==> src/rtl/pll_seq_pkg.sv <==
// pll_seq_pkg: state encoding and counter sizing helpers for the PLL reset sequencer.
// Latency: n/a (types and constant functions only).
// Backpressure: n/a.
package pll_seq_pkg;

  // Bring-up FSM states. FAIL is absorbing until reset.
  typedef enum logic [2:0] {
    ST_PLL_RST   = 3'd0,
    ST_WAIT_LOCK = 3'd1,
    ST_STABLE    = 3'd2,
    ST_RELEASE   = 3'd3,
    ST_RUN       = 3'd4,
    ST_FAIL      = 3'd5
  } seq_state_t;

  // Width of a counter that runs 0..max_count-1 and stops there, so it never
  // needs to represent max_count itself. Never narrower than one bit.
  function automatic int cnt_width(input int max_count);
    return (max_count <= 2) ? 1 : $clog2(max_count);
  endfunction

  function automatic int max_of(input int a, input int b);
    return (a > b) ? a : b;
  endfunction

endpackage

==> src/rtl/sync_2ff.sv <==
// sync_2ff: two-flop synchroniser for a single asynchronous level signal.
// Latency: o_q follows i_d after 2 i_clk edges.
// Backpressure: none; a pulse shorter than one clock may be missed.
// Ports:
//   i_clk  destination clock
//   i_rst  asynchronous active-high reset, clears both flops
//   i_d    asynchronous input level
//   o_q    synchronised level
module sync_2ff (
  input  logic i_clk,
  input  logic i_rst,
  input  logic i_d,
  output logic o_q
);

  logic r_meta;
  logic r_sync;

  always_ff @(posedge i_clk or posedge i_rst) begin
    if (i_rst) begin
      r_meta <= 1'b0;
      r_sync <= 1'b0;
    end else begin
      r_meta <= i_d;
      r_sync <= r_meta;
    end
  end

  assign o_q = r_sync;

endmodule

==> src/rtl/pll_reset_sequencer.sv <==
// pll_reset_sequencer: pulses the PLL reset, waits for a qualified lock, then
// releases NUM_DOMAINS downstream resets one by one, STAGE_GAP cycles apart.
// Latency: locked_in reaches the FSM 2 cycles late; all outputs are flops.
// Backpressure: none; any lock loss after release began restarts the bring-up.
// Ports:
//   clk_in1       PLL reference clock (only clock)
//   reset         asynchronous active-high reset
//   locked_in     raw PLL LOCKED, asynchronous to clk_in1
//   pll_reset     drives the PLL RST input
//   domain_reset  per-domain reset request, bit 0 released first
//   all_ready     high while every domain is released
//   lock_lost     sticky: lock dropped after release began
//   retry_count   lock timeouts in the current bring-up (MAX_RETRIES >= 1)
//   fail          terminal failure, held until reset
module pll_reset_sequencer
  import pll_seq_pkg::*;
#(
  parameter int NUM_DOMAINS    = 3,
  parameter int PLL_RST_CYCLES = 16,
  parameter int LOCK_TIMEOUT   = 100000,
  parameter int STABLE_CYCLES  = 1024,
  parameter int STAGE_GAP      = 8,
  parameter int MAX_RETRIES    = 3
) (
  input  logic                               clk_in1,
  input  logic                               reset,
  input  logic                               locked_in,
  output logic                               pll_reset,
  output logic [NUM_DOMAINS-1:0]             domain_reset,
  output logic                               all_ready,
  output logic                               lock_lost,
  output logic [$clog2(MAX_RETRIES+1)-1:0]   retry_count,
  output logic                               fail
);

  // One shared down-stream counter serves every timed state, so it is sized
  // for the largest interval of them all.
  localparam int CNT_MAX = max_of(max_of(PLL_RST_CYCLES, LOCK_TIMEOUT),
                                  max_of(STABLE_CYCLES, STAGE_GAP));
  localparam int CNT_W   = cnt_width(CNT_MAX);
  localparam int RC_W    = $clog2(MAX_RETRIES + 1);

  localparam logic [CNT_W-1:0]       CNT_ONE      = CNT_W'(1);
  localparam logic [CNT_W-1:0]       PLL_LAST     = CNT_W'(PLL_RST_CYCLES - 1);
  localparam logic [CNT_W-1:0]       TIMEOUT_LAST = CNT_W'(LOCK_TIMEOUT - 1);
  localparam logic [CNT_W-1:0]       STABLE_LAST  = CNT_W'(STABLE_CYCLES - 1);
  localparam logic [CNT_W-1:0]       GAP_LAST     = CNT_W'(STAGE_GAP - 1);
  localparam logic [RC_W-1:0]        RC_ONE       = RC_W'(1);
  localparam logic [RC_W-1:0]        RC_MAX       = RC_W'(MAX_RETRIES);
  localparam logic [NUM_DOMAINS-1:0] DOM_ALL      = '1;

  logic w_locked_s;

  seq_state_t                r_state;
  logic [CNT_W-1:0]          r_cnt;
  logic                      r_pll_reset;
  logic [NUM_DOMAINS-1:0]    r_domain_reset;
  logic                      r_all_ready;
  logic                      r_lock_lost;
  logic [RC_W-1:0]           r_retry_count;
  logic                      r_fail;

  sync_2ff u_lock_sync (
    .i_clk (clk_in1),
    .i_rst (reset),
    .i_d   (locked_in),
    .o_q   (w_locked_s)
  );

  always_ff @(posedge clk_in1 or posedge reset) begin
    if (reset) begin
      r_state        <= ST_PLL_RST;
      r_cnt          <= '0;
      r_pll_reset    <= 1'b1;
      r_domain_reset <= DOM_ALL;
      r_all_ready    <= 1'b0;
      r_lock_lost    <= 1'b0;
      r_retry_count  <= '0;
      r_fail         <= 1'b0;
    end else begin
      case (r_state)
        // pll_reset is already high on entry; hold it for PLL_RST_CYCLES edges.
        ST_PLL_RST: begin
          r_domain_reset <= DOM_ALL;
          r_all_ready    <= 1'b0;
          if (r_cnt == PLL_LAST) begin
            r_state     <= ST_WAIT_LOCK;
            r_cnt       <= '0;
            r_pll_reset <= 1'b0;
          end else begin
            r_cnt <= r_cnt + CNT_ONE;
          end
        end

        ST_WAIT_LOCK: begin
          r_domain_reset <= DOM_ALL;
          r_all_ready    <= 1'b0;
          if (w_locked_s) begin
            r_state <= ST_STABLE;
            r_cnt   <= '0;
          end else if (r_cnt == TIMEOUT_LAST) begin
            // Timeout: either retry with a fresh PLL reset pulse or give up.
            r_cnt       <= '0;
            r_pll_reset <= 1'b1;
            if (r_retry_count < RC_MAX) begin
              r_retry_count <= r_retry_count + RC_ONE;
              r_state       <= ST_PLL_RST;
            end else begin
              r_state <= ST_FAIL;
              r_fail  <= 1'b1;
            end
          end else begin
            r_cnt <= r_cnt + CNT_ONE;
          end
        end

        // Lock must be seen on STABLE_CYCLES consecutive cycles; any drop
        // goes back to WAIT_LOCK, which restarts its timeout from zero.
        ST_STABLE: begin
          r_domain_reset <= DOM_ALL;
          r_all_ready    <= 1'b0;
          if (!w_locked_s) begin
            r_state <= ST_WAIT_LOCK;
            r_cnt   <= '0;
          end else if (r_cnt == STABLE_LAST) begin
            // Domain 0 is released on the same edge RELEASE is entered.
            r_state        <= ST_RELEASE;
            r_cnt          <= '0;
            r_domain_reset <= DOM_ALL << 1;
          end else begin
            r_cnt <= r_cnt + CNT_ONE;
          end
        end

        // domain_reset shifts left, so the released bits fill in from bit 0
        // upward; an all-zero vector means the last domain went out last cycle.
        // The lock check comes first so a loss beats a due stage release.
        ST_RELEASE: begin
          if (!w_locked_s) begin
            r_state        <= ST_PLL_RST;
            r_cnt          <= '0;
            r_pll_reset    <= 1'b1;
            r_domain_reset <= DOM_ALL;
            r_all_ready    <= 1'b0;
            r_lock_lost    <= 1'b1;
          end else if (r_domain_reset == '0) begin
            r_state       <= ST_RUN;
            r_cnt         <= '0;
            r_all_ready   <= 1'b1;
            r_retry_count <= '0;
          end else if (r_cnt == GAP_LAST) begin
            r_cnt          <= '0;
            r_domain_reset <= r_domain_reset << 1;
          end else begin
            r_cnt <= r_cnt + CNT_ONE;
          end
        end

        ST_RUN: begin
          if (!w_locked_s) begin
            // Lock loss in service is not a timeout, so retry_count is untouched.
            r_state        <= ST_PLL_RST;
            r_cnt          <= '0;
            r_pll_reset    <= 1'b1;
            r_domain_reset <= DOM_ALL;
            r_all_ready    <= 1'b0;
            r_lock_lost    <= 1'b1;
          end else begin
            r_domain_reset <= '0;
            r_all_ready    <= 1'b1;
            r_retry_count  <= '0;
          end
        end

        ST_FAIL: begin
          r_pll_reset    <= 1'b1;
          r_domain_reset <= DOM_ALL;
          r_all_ready    <= 1'b0;
          r_fail         <= 1'b1;
        end

        default: begin
          r_state        <= ST_PLL_RST;
          r_cnt          <= '0;
          r_pll_reset    <= 1'b1;
          r_domain_reset <= DOM_ALL;
          r_all_ready    <= 1'b0;
        end
      endcase
    end
  end

  assign pll_reset    = r_pll_reset;
  assign domain_reset = r_domain_reset;
  assign all_ready    = r_all_ready;
  assign lock_lost    = r_lock_lost;
  assign retry_count  = r_retry_count;
  assign fail         = r_fail;

endmodule

==> config.mk <==
export PLATFORM = sky130hd
export DESIGN_NAME = pll_reset_sequencer
export DESIGN_NICKNAME = d
export VERILOG_FILES = /design/src/rtl/pll_seq_pkg.sv /design/src/rtl/sync_2ff.sv /design/src/rtl/pll_reset_sequencer.sv
export SDC_FILE = /design/constraint.sdc
export NUM_CORES = 1
export LEC_CHECK = 0
export ABC_AREA = 1
export CAP_MARGIN = 25
export CORE_UTILIZATION = 53
export DETAILED_ROUTE_END_ITERATION = 10
export GPL_TIMING_DRIVEN = 1
export PLACE_DENSITY = 0.75
export SYNTH_ARGS = -nofsm -noshare
export SYNTH_HDL_FRONTEND = slang
export SYNTH_HIERARCHICAL = 1
export SYNTH_SLANG_ARGS = --single-unit
==> constraint.sdc <==
create_clock -name clk_in1 -period 1.6 [get_ports clk_in1]
set_clock_uncertainty 0.05 [all_clocks]
set_input_delay 0.16 -clock clk_in1 [delete_from_list [all_inputs] [get_ports clk_in1]]
set_output_delay 0.16 -clock clk_in1 [all_outputs]
set_load 0.05 [all_outputs]
==> results.md <==
- LEAKAGE: 0.00136 uW
- Post-Synthesis Net Count: around 250
- Area grow syn2layout: 40.5%
- Initial antenna violation count: 0
- Final-report max-slew violation count: 0
- Post-synthesis cell area: 0.00198 mm2
- NumNets Final: between 300 and 400
- Clk sink count: 31
- Clk_lat worst skew: 0.29 ns
- Synth top area share: roughly a third
- Max-Cap Viols: 0
- Final Cycle Share: 112%
- Register area share after synthesis: about two fifths
- CP required: 1.72 ns
- Reg2Reg Setup Slack: -0.19 ns
- Post-route insts no fill: 359
- FP Rows: 21
- Placed cell count: 345
- Pint: 2510 uW
- Synth async-reset ratio: 100%
- Clock transition at the registers of the reported paths: 0.06 ns
- Final Hold Viols: 0
- Commonest cells in the netlist: 57 x nand2_1, 27 x dfrtp_1, 25 x nor2_1
- Syn Inst Count: between 200 and 250
- Core Area: 0.00347 mm2
- Worst path bufs/invs: 3
- First-pass GRT wire length: 9120 um
- Failing checks: negative setup slack
- Post-synth cell types: 32
- Avg Vias per Cell: 5.36
- N_diodes: 0
- Critical path class: flip-flop to flip-flop
- Number of synthesized flops with an enable pin: 0
- Cell with the most instances after synthesis: nand2_1
- GRT Util Overall: roughly 30%
- Most used DFF post-synth: dfrtp_1
- RSZ-0062 raised after global routing: true
- # DRC: 0
- Worst Hold Slack: ~0.006 ns
- Die area: 0.00398 mm2
- Worst slew margin: 74.7%
- CTS H-tree depth: 2
- DPL Wire Length: 3510 um
- Critical path arrival: ~1.9 ns
- Power Dens Cells: 1610 mW/mm2
- Fillers: between 200 and 250
- Worst-path fanout max: 5
- Gr ovfl total: 0
- Critical Path Sink Type: flip-flop
- Clk root buf: clkbuf_8
- TritonRoute pass-1 iters: 4
- Tmin final: 1.79 ns
- Hold/Removal Path Class: input pin to asynchronous set/reset pin
- Vias in the first global route: 1950
- Startpoint Class: flip-flop
- Share of layout cells above drive strength 1: 44.7%
- Crit path cell chain: nor2_4 -> buf_4 -> nand2_1 -> nor2_1 -> nand2_1 -> nand2_2 -> nand2_4 -> nor2_8 -> buf_4 -> buf_12 -> a21oi_2
- Setup WS post-layout: -0.186 ns
- Critical path's largest stage delay: 0.45 ns
- Combinational share of power: 59.1%
- Switching pwr: 1950 uW
- Die width: ~63 um
- Num CTS Buffers: 5
- Synth area leaders: dfrtp_1 34%, nand2_1 11%, nand3_1 5.6%
- Flops & latches, synth: 31
- Vias: just under 2000
- Largest net degree at the start of global routing: 30
- Setup Viol. Count Final: 24
- Flop pwr share: 25.5%
- Worst-Margin Slew: 0.380 ns
- DRT iter0 DRCs: 166
- Status: finished with violations
- Clock tree buffer depth: 2
- CP max stage cell: dfrtp_1
- Die Span Y: 63.1 um
- Cell class contributing the biggest share of worst-path delay: simple AND/OR/NAND/NOR gates
- CTS tree: done
- # port buffers: 11
- Clock power share: 15.3%
- Effective utilization at floorplan: approximately 57%
- Top Ports: 12
- Wirelength, routed: 5370 um
- Yosys Warn Count: 6
- Area leader, netlist: dfrtp_1
- Routability cong.: 0.817
- Switching power share of the total: between 40 and 50%
- DR WL/cell: 14.9 um
- IR drop worst, VDD: around 1300 uV
- Fin util: 80.2%
- Peak Freq: about 560 MHz
- Syn Area/Cell: 7.98 um2
- Antenna-violating nets left: 0
-- area by class of cell --
type / instances / area (um2) / share of cell area [%]
multi-input cells: 181 / 1150 / 41.3
flip-flops and latches: 31 / 781 / 28.1
repair buffers: 63 / 582 / 20.9
inverters: 30 / 113 / 4.05
clock buffers: 8 / 100 / 3.60
well taps: 46 / 57.6 / 2.07
-- metal layers --
| metal | GRT usage (%) | wire (um) | vias up |
|---|---|---|---|
| met5 | 0 | 0 | - |
| met4 | 11.6 | 95 | 0 |
| li1 | - | - | 922 |
| met3 | 4.17 | 264 | 13 |
| met1 | 37.7 | 2260 | 930 |
| met2 | 52.6 | 2740 | 59 |
-- registers in the layout, indices dropped and copies added (netlist names), 2 cells and up --
| register | cells |
|---|---|
| r_cnt | 17 |
| domain_reset | 3 |
| r_state | 3 |
| retry_count | 2 |
-- final timing paths --
| kind | start | to | cells past startpoint |
|---|---|---|---|
| worst max-delay path | r_cnt[11] | r_cnt[8] | 11 |
| worst min-delay path | reset | u_lock_sync/r_meta | 2 |
| worst max register to register | r_cnt[11] | r_cnt[8] | 11 |
| worst min register to register | u_lock_sync/r_meta | u_lock_sync/o_q | 0 |
| max in group asynchronous | reset | pll_reset | 3 |
| min in group clk_in1 | locked_in | u_lock_sync/r_meta | 1 |
-- cell usage in the layout (no fill, tap or decap), drive strengths merged --
cell           count
o211ai             2
or2                2
inv               30
nand3b             3
clkdlybuf4s50      2
ha                 2
a21oi             12
buf               61
xor2               8
xnor2              3
clkbuf             8
nand3             22
nand4              4
nor3               7
nor2              33
o21ai             17
dfrtp             27
nand2             65
a21o               1
dfstp              4
-- what timing repair did --
| action | 4_1_cts | 5_1_grt |
|---|---|---|
| setup buffers | 6 | 2 |
| resized for setup | 27 | 15 |
| setup endpoints to repair | 24 | 26 |
| pin swaps | 5 | 6 |
| gates cloned | 1 | 0 |
| endpoints found under the hold margin | 0 | 0 |
| hold buffers | 0 | 0 |
-- cells by family (layout without fill, tap and decap cells) --
family	count (synthesis)	in the layout	share of synthesized area [%]
and+or+nand+nor	136	136	35.1
buffers and inverters	36	101	8.53
AOI/OAI and AO/OA	32	32	10.8
DFF	31	31	39.4
xor gates and xnor gates	11	11	4.87
adders and majority gates	2	2	1.26
-- through the flow --
stage	TNS, ns	worst slack (ns)	area, um2	power [uW]
floorplan	0	0.00892	1980	2490
global placement	-1.31	-0.0885	2520	3320
detailed placement	-2.09	-0.166	2520	3390
CTS	-1.86	-0.125	2760	4450
global route	-4.42	-0.240	2780	4690
finish	-2.69	-0.186	2780	4470
-- power groups by stage --
stage          registers [uW]  logic [uW]  clock network, uW
5_1_grt                  1160        2810                723
2_1_floorplan            1400        1090                  0
3_5_place_dp             1130        2260                  0
3_3_place_gp             1130        2190                  0
6_report                 1140        2640                685
4_1_cts                  1130        2620                688
Note: power is estimated with default switching activity, not from simulation.
